`config.mk`:
```
export PLATFORM = sky130hd
export DESIGN_NAME = servo_slew_limiter
export DESIGN_NICKNAME = d
export VERILOG_FILES = /design/src/rtl/servo_slew_limiter.sv
export SDC_FILE = /design/constraint.sdc
export NUM_CORES = 1
export LEC_CHECK = 0
export ABC_AREA = 1
export BUFFER_PORTS_ARGS = -buffer_cell sky130_fd_sc_hd__buf_4
export CAP_MARGIN = 10
export CORE_ASPECT_RATIO = 1.4
export CORE_MARGIN = 4
export CORE_UTILIZATION = 30
export CTS_CLUSTER_SIZE = 16
export DETAILED_ROUTE_END_ITERATION = 7
export PLACE_DENSITY_LB_ADDON = 0.05
export SETUP_SLACK_MARGIN = 0.3
export SLEW_MARGIN = 20
export SYNTH_ARGS = -nofsm -noshare
export SYNTH_HDL_FRONTEND = slang
export SYNTH_SLANG_ARGS = --single-unit
```
`constraint.sdc`:
```
create_clock -name clk -period 7.2 [get_ports clk]
set_clock_uncertainty 0.2 [all_clocks]
set_input_delay 1.08 -clock clk [delete_from_list [all_inputs] [get_ports clk]]
set_output_delay 1.08 -clock clk [all_outputs]
set_load 0.005 [all_outputs]
```
`src/rtl/servo_slew_limiter.sv`:
```
// Rate limiter for the left/right continuous-rotation servo commands: each channel
// moves toward its target by at most MAX_STEP codes per step tick, braking to NEUTRAL when disabled.
module servo_slew_limiter #(
    parameter int         CLK_FREQ = 100_000_000,
    parameter int         STEP_HZ  = 1000,
    parameter int         MAX_STEP = 4,
    parameter logic [7:0] NEUTRAL  = 8'd128
) (
    input  logic       clk,
    input  logic       rst,
    input  logic       enable,
    input  logic [7:0] target_l,
    input  logic [7:0] target_r,
    output logic [7:0] servo_l,
    output logic [7:0] servo_r,
    output logic       settled,
    output logic [1:0] state
);

    localparam int              DIV     = CLK_FREQ / STEP_HZ;
    localparam int              CW      = $clog2(DIV);
    localparam logic [CW-1:0]   TICK_AT = CW'(DIV - 1);
    localparam logic [7:0]      STEP8   = 8'(MAX_STEP);
    localparam logic signed [8:0] STEP9 = 9'(MAX_STEP);

    typedef enum logic [1:0] {
        ST_IDLE  = 2'd0,
        ST_RAMP  = 2'd1,
        ST_HOLD  = 2'd2,
        ST_BRAKE = 2'd3
    } state_t;

    // Move cur toward tgt by at most MAX_STEP; lands exactly when within reach.
    function automatic logic [7:0] slew_step(input logic [7:0] cur, input logic [7:0] tgt);
        logic signed [8:0] d;
        d = $signed({1'b0, tgt}) - $signed({1'b0, cur});
        if (d > STEP9) begin
            slew_step = cur + STEP8;
        end else if (d < -STEP9) begin
            slew_step = cur - STEP8;
        end else begin
            slew_step = tgt;
        end
    endfunction

    logic          en_q;
    logic [7:0]    tl_q;
    logic [7:0]    tr_q;
    logic [CW-1:0] cnt_r;
    logic [7:0]    servo_l_r;
    logic [7:0]    servo_r_r;
    logic          settled_r;
    state_t        state_r;
    state_t        state_nxt_s;
    logic          tick_s;
    logic [7:0]    eff_l_s;
    logic [7:0]    eff_r_s;
    logic          at_target_s;

    // Register the drive inputs once per cycle
    always_ff @(posedge clk or posedge rst) begin
        if (rst) begin
            en_q <= 1'b0;
            tl_q <= NEUTRAL;
            tr_q <= NEUTRAL;
        end else begin
            en_q <= enable;
            tl_q <= target_l;
            tr_q <= target_r;
        end
    end

    // Step-period divider
    always_ff @(posedge clk or posedge rst) begin
        if (rst) begin
            cnt_r <= '0;
        end else if (tick_s) begin
            cnt_r <= '0;
        end else begin
            cnt_r <= cnt_r + CW'(1);
        end
    end

    // Effective targets, tick strobe and at-target compare
    always_comb begin
        tick_s      = (cnt_r == TICK_AT);
        eff_l_s     = en_q ? tl_q : NEUTRAL;
        eff_r_s     = en_q ? tr_q : NEUTRAL;
        at_target_s = (servo_l_r == eff_l_s) && (servo_r_r == eff_r_s);
    end

    // Slewed outputs move only on tick edges
    always_ff @(posedge clk or posedge rst) begin
        if (rst) begin
            servo_l_r <= NEUTRAL;
            servo_r_r <= NEUTRAL;
        end else if (tick_s) begin
            servo_l_r <= slew_step(servo_l_r, eff_l_s);
            servo_r_r <= slew_step(servo_r_r, eff_r_s);
        end else begin
            servo_l_r <= servo_l_r;
            servo_r_r <= servo_r_r;
        end
    end

    // Settled flag and FSM state register
    always_ff @(posedge clk or posedge rst) begin
        if (rst) begin
            settled_r <= 1'b1;
            state_r   <= ST_IDLE;
        end else begin
            settled_r <= at_target_s;
            state_r   <= state_nxt_s;
        end
    end

    // Next-state logic; state is reporting only and never gates the step rule
    always_comb begin
        state_nxt_s = state_r;
        case (state_r)
            ST_IDLE: begin
                if (en_q) begin
                    state_nxt_s = ST_RAMP;
                end else begin
                    state_nxt_s = ST_IDLE;
                end
            end
            ST_RAMP, ST_HOLD: begin
                if (!en_q) begin
                    state_nxt_s = ST_BRAKE;
                end else if (at_target_s) begin
                    state_nxt_s = ST_HOLD;
                end else begin
                    state_nxt_s = ST_RAMP;
                end
            end
            ST_BRAKE: begin
                if (en_q) begin
                    state_nxt_s = ST_RAMP;
                end else if (at_target_s) begin
                    state_nxt_s = ST_IDLE;
                end else begin
                    state_nxt_s = ST_BRAKE;
                end
            end
            default: begin
                state_nxt_s = ST_IDLE;
            end
        endcase
    end

    assign servo_l = servo_l_r;
    assign servo_r = servo_r_r;
    assign settled = settled_r;
    assign state   = state_r;

endmodule

```
Yosys cells after proc, flatten, opt, wreduce, memory -nomap -nowiden --
Cells that the tools add are included.
Storage, ports and cells: bits in registers 53, input bits 19, output and inout port bits 19, logic and storage cells 41
Operators by class: add/sub/neg operators 7, $lt $le $gt $ge 4, eq/ne operators 6, mux-type cells 13, reductions and logical operators 3
Operator list (count):
- $mux W8 | 6
- $gt A9 B4 Y1 const B | 2
- $lt A9 B3 Y1 const B | 2
- $sub A8 B8 Y9 | 2
- $add A17 B1 Y17 const B | 1
- $eq A17 B17 Y1 const B | 1
- $mux W17 | 1
- $add A8 B3 Y8 const B | 2
- $eq A8 B8 Y1 | 2
- $sub A8 B3 Y8 const B | 2
- $mux W2 | 4
- $pmux W2 S3 | 1
- $eq A2 B2 Y1 const B | 2
- $eq A2 B1 Y1 const B | 1
- $logic_not A2 Y1 | 1
- $reduce_or A2 Y1 | 1
- $logic_and A1 B1 Y1 | 1
- $mux W1 | 1

Longest topological paths before layout --
word-level depth 6, gate-level depth with buffers 21, gate-level depth less buffers 19

Worst setup path after synthesis --
OpenSTA, ideal clock, no wires.
kind register -> register, from reg en_q, to reg servo_r_r[2] (netlist: servo_r[2]), library setup time 0.117 ns, arrival time 2.445 ns, data required time 6.883 ns, slack 4.439 ns, cell stages (with the launch flop) 22, buffers on the path 2, period minus slack after synthesis 2.761 ns, cells stage by stage dfrtp_1 > buf_6 > clkbuf_1 > nand2_1 > inv_1 > ha_1 > nand2_1 > nand2_1 > nand2_1 > nand2_1 > nand2_2 > nand2_1 > nand2_1 > nand2_2 > nor2_1 > nand3_2 > nand2_4 > nand2_1 > nand2_1 > nand2_1 > nand2_1 > nand2_1
On the way: word-level cells in the longest chain between the ends 5, elaborated cells on any way between the ends 6, classes of those cells add/sub: 1; order compare: 2; mux: 3
RTL lines:
- start, declared | line 46 | logic en_q;
- start signal, assigned | line 67 | en_q <= enable;
- $mux W8 * | line 88 | eff_r_s = en_q ? tr_q : NEUTRAL;
- $sub A8 B8 Y9 | line 36 | d = $signed({1'b0, tgt}) - $signed({1'b0, cur});
- $lt A9 B3 Y1 | line 39 | end else if (d < -STEP9) begin
- $mux W8 | line 39
- $mux W8 * | line 37 | if (d > STEP9) begin
- end signal, assigned | line 99 | servo_r_r <= slew_step(servo_r_r, eff_r_s);
- end signal, assigned | line 102 | servo_r_r <= servo_r_r;
- end, declared | line 51 | logic [7:0] servo_r_r;
Mark *: on every way between the ends. The rest lies on a longest branch, timed or not. A chain may end at the register's enable or synchronous reset.

Worst setup path in the final report --
from reg en_q, to reg servo_l_r[2] (netlist: servo_l[2])
On the way: word-level cells in the longest chain between the ends 5, elaborated cells on any way between the ends 6, classes of those cells add/sub: 1; order compare: 2; mux: 3
RTL lines:
- $mux W8 * | line 87 | eff_l_s = en_q ? tl_q : NEUTRAL;
- $sub A8 B8 Y9 | line 36
- $lt A9 B3 Y1 | line 39
- $mux W8 | line 39
- $mux W8 * | line 37
- end signal, assigned | line 98 | servo_l_r <= slew_step(servo_l_r, eff_l_s);
- end signal, assigned | line 101 | servo_l_r <= servo_l_r;
- end, declared | line 50 | logic [7:0] servo_l_r;
Marks and branches as above.

==> metrics.md <==
| Metric | Value |
|---|---|
| Sequential share of power | `0.425` |
| Sink Count | `53` |
| Max Root-Sink Buffers | `2` |
| Post-Layout Cell Count | `748` |
| Power Density | `165 nW/µm²` |
| Mapped cell area | `3930 µm²` |
| Remaining global-route overflow | `0` |
| LEAKAGE | `2.47 nW` |
| DP Wirelength | `8300 µm` |
| Logic gate share of total power | `0.195` |
| Worst reg2reg path depth | `14` |
| Final setup violation count | `0` |
| Max-slew violations | `0` |
| PortBufs | `37` |
| Worst setup EP type | `register` |
| Core area | `12,800 µm²` |
| Area growth syn-to-layout | `15.4%` |
| Post-CTS Setup Inserts | `0` |
| Pre-CTS setup slack | `3670 ps` |
| Antenna viol nets, final | `0` |
| Final WS setup | `3730 ps` |
| Final Hold Viols | `0` |
| Final wirelength | `10,400 µm` |
| Clock Power Share | `0.379` |
| Sw frac | `0.279` |
| Slowest-stage cell, CP | `dfrtp_1` |
| # hold bufs at CTS | `0` |
| Setup_tns | `0 ps` |
| Worst vdd ir | `0.000112 V` |
| Via count | `3,506` |
| Maximum clock rate | `0.288 GHz` |
| Post-synthesis cell count | `558` |
| Die ar. | `15,000 µm²` |
| Worst slew margin | `0.425` |
| Cell variety after synth | `41` |
| Initial core utilization | `0.307` |
| Reg clk slew, reported paths | `70 ps` |
| Htree depth | `2` |
| Largest net degree at the start of global routing | `54` |
| Synth warn | `0` |
| Fin area | `4540 µm²` |
| Crit-path cells | `inv_1 > or2_2 > ha_1 > inv_1 > nor3_1 > nand2_1 > nand3_1 > a21oi_4 > inv_2 > nand2_2 > nand3_1 > nand2_1 > nand2_1 > nand2_1` |
| Post-synth EDFFs | `0` |
| TritonCTS buffer count | `5` |
| Num ports | `38` |
| Initial DRT Pass Iterations | `4` |
| Vias/cell | `4.69` |
| Most common cell on crit path | `nand2_1` |
| Worst-Margin Slew | `862 ps` |
| Ant diodes | `0` |
| CP Class | `reg2reg` |
| Hold path depth | `1` |
| Post-Syn Nets | `600` |
| GRT Overall Usage | `0.147` |
| Critical path startpoint category | `register` |
| RSZ-0062 raised after global routing | `no` |
| WL/cell | `13.9 µm` |
| Largest stage delay, worst path | `910 ps` |
| Routability Congestion | `0.842` |
| Status | `completed` |
| CTS tree | `yes` |
| DRC violations left | `0` |
| CP required | `7180 ps` |
| MaxCap Viol Count | `0` |
| Sw power | `0.209 mW` |
| Initial antenna violation count | `0` |
| Vias in the first global route | `3,640` |
| Global-route wire length before repair | `17,700 µm` |
| Skew-Pair Late Insertion Delay | `290 ps` |
| Crit Path Max Fanout | `23` |
| WP data arrival | `3450 ps` |
| Post-synthesis async set-or-reset flop share | `1.00` |
| Synth Register Bits | `53` |
| Drt first-iter violations | `108` |
| Register area share after synthesis | `0.339` |
| Worst Hold Class | `reg2reg` |
| Layout fillers | `1,383` |
| Final net count | `636` |
| Placed Area | `4360 µm²` |
| Placed insts | `740` |
| Die height | `143 µm` |
| Die X | `105 µm` |
| Fin crit share | `0.481` |
| Top FF cell, synth | `dfrtp_1` |
| Share of layout cells above drive strength 1 | `0.163` |
| Final Util | `0.354` |
| P_int | `0.540 mW` |
| Final min period | `3470 ps` |
| FP Rows | `49` |
| CTS root buffer | `clkbuf_16` |
| Avg Inst Size Synth | `7.04 µm²` |
| Resized Gates After CTS | `0` |
[per-layer routing]
layer  up-vias  track usage  wire length, µm
li1       1846            -                -
met3        11       0.0211              205
met4         0       0.0449              197
met2        40        0.283             5610
met5         -            0                0
met1      1609        0.166             4400
[state kept, by name (all words and copies together), names as in the netlist]
register,count
tr_q,8
servo_l,8
tl_q,8
state,2
en_q,1
settled,1
servo_r,8
cnt_r,17
[metrics by stage]
step	hold slack, ps	power [mW]
5_1_grt	299	0.799
4_1_cts	263	0.765
6_report	261	0.748
3_3_place_gp	255	0.472
3_5_place_dp	253	0.471
2_1_floorplan	233	0.427
[placed cells by master, fill, tap and decap left out, drive strengths merged]
cell type | netlist | final
a211oi | 1 | 1
a21o | 1 | 1
a21oi | 27 | 27
a31oi | 1 | 1
a32oi | 1 | 1
and2 | 2 | 2
and3 | 1 | 1
buf | 4 | 38
bufinv | 0 | 1
clkbuf | 5 | 6
clkinvlp | 0 | 1
dfrtp | 48 | 48
dfstp | 5 | 5
ha | 23 | 23
inv | 94 | 94
nand2 | 167 | 167
nand3 | 83 | 83
nand3b | 4 | 4
nand4 | 3 | 3
nor2 | 37 | 37
nor3 | 9 | 9
nor4 | 5 | 5
o211ai | 1 | 1
o21a | 1 | 1
o21ai | 11 | 11
o21bai | 3 | 3
o31ai | 1 | 1
or2 | 4 | 4
xnor2 | 2 | 2
xor2 | 14 | 14
[power by group through the flow]
stage	sequential, mW	clock [mW]	combinational (mW)
5_1_grt	0.320	0.312	0.166
6_report	0.318	0.284	0.146
3_5_place_dp	0.325	0	0.147
4_1_cts	0.319	0.298	0.148
3_3_place_gp	0.324	0	0.147
2_1_floorplan	0.321	0	0.106
[critical path, delay by kind of cell, from the launching register on]
| kind | cells | cell delay [ps] |
|---|---|---|
| buf+inv | 3 | 390 |
| flops | 1 | 910 |
| fa+ha+maj | 1 | 420 |
| simple gates | 9 | 1350 |
| compound gates | 1 | 70 |
[final timing paths]
kind	start	to	slack [ps]
max reg2reg	en_q	servo_l[2]	3730
min reg2reg	cnt_r[0]	cnt_r[0]	260
max	en_q	servo_l[2]	3730
min	cnt_r[0]	cnt_r[0]	260
min in group asynchronous	rst	cnt_r[12]	780
max in group asynchronous	rst	servo_r[0]	5560
[cell families (layout without fill, tap and decap cells)]
kind of cell | Yosys count | in the layout | share of synthesized area
AND/OR/NAND/NOR | 315 | 315 | 0.373
adder cells (fa/ha/maj) | 23 | 23 | 0.0732
AO/OA/AOI/OAI | 48 | 48 | 0.0771
XOR/XNOR | 16 | 16 | 0.0357
buffers and inverters | 103 | 140 | 0.102
flip-flops | 53 | 53 | 0.339
[cells in the mapped netlist (4+ instances only)]
cell,number,area (µm²)
inv_2,8,30.0
xor2_1,14,123
dfstp_2,5,131
nand3_1,75,375
nor3_1,9,45.0
o21ai_1,6,30.0
a21oi_1,24,120
nand3_2,8,80.1
inv_1,86,323
o21ai_0,4,20.0
nand3b_1,4,30.0
nor2_1,35,131
nand2_2,15,93.8
nand2_1,149,559
or2_2,4,25.0
nor4_1,4,25.0
clkbuf_1,5,18.8
dfrtp_1,48,1200
ha_1,23,288
[final cells by class]
type	instances	area (µm²)	area share
Clock buffer	6	139	0.0306
Clock inverter	2	37.5	0.00828
Inverter	94	353	0.0778
Multi-Input combinational cell	402	2200	0.484
Sequential cell	53	1330	0.294
Tap cell	153	191	0.0422
Timing Repair Buffer	38	285	0.0629
Power figures use the tool's default switching activity.
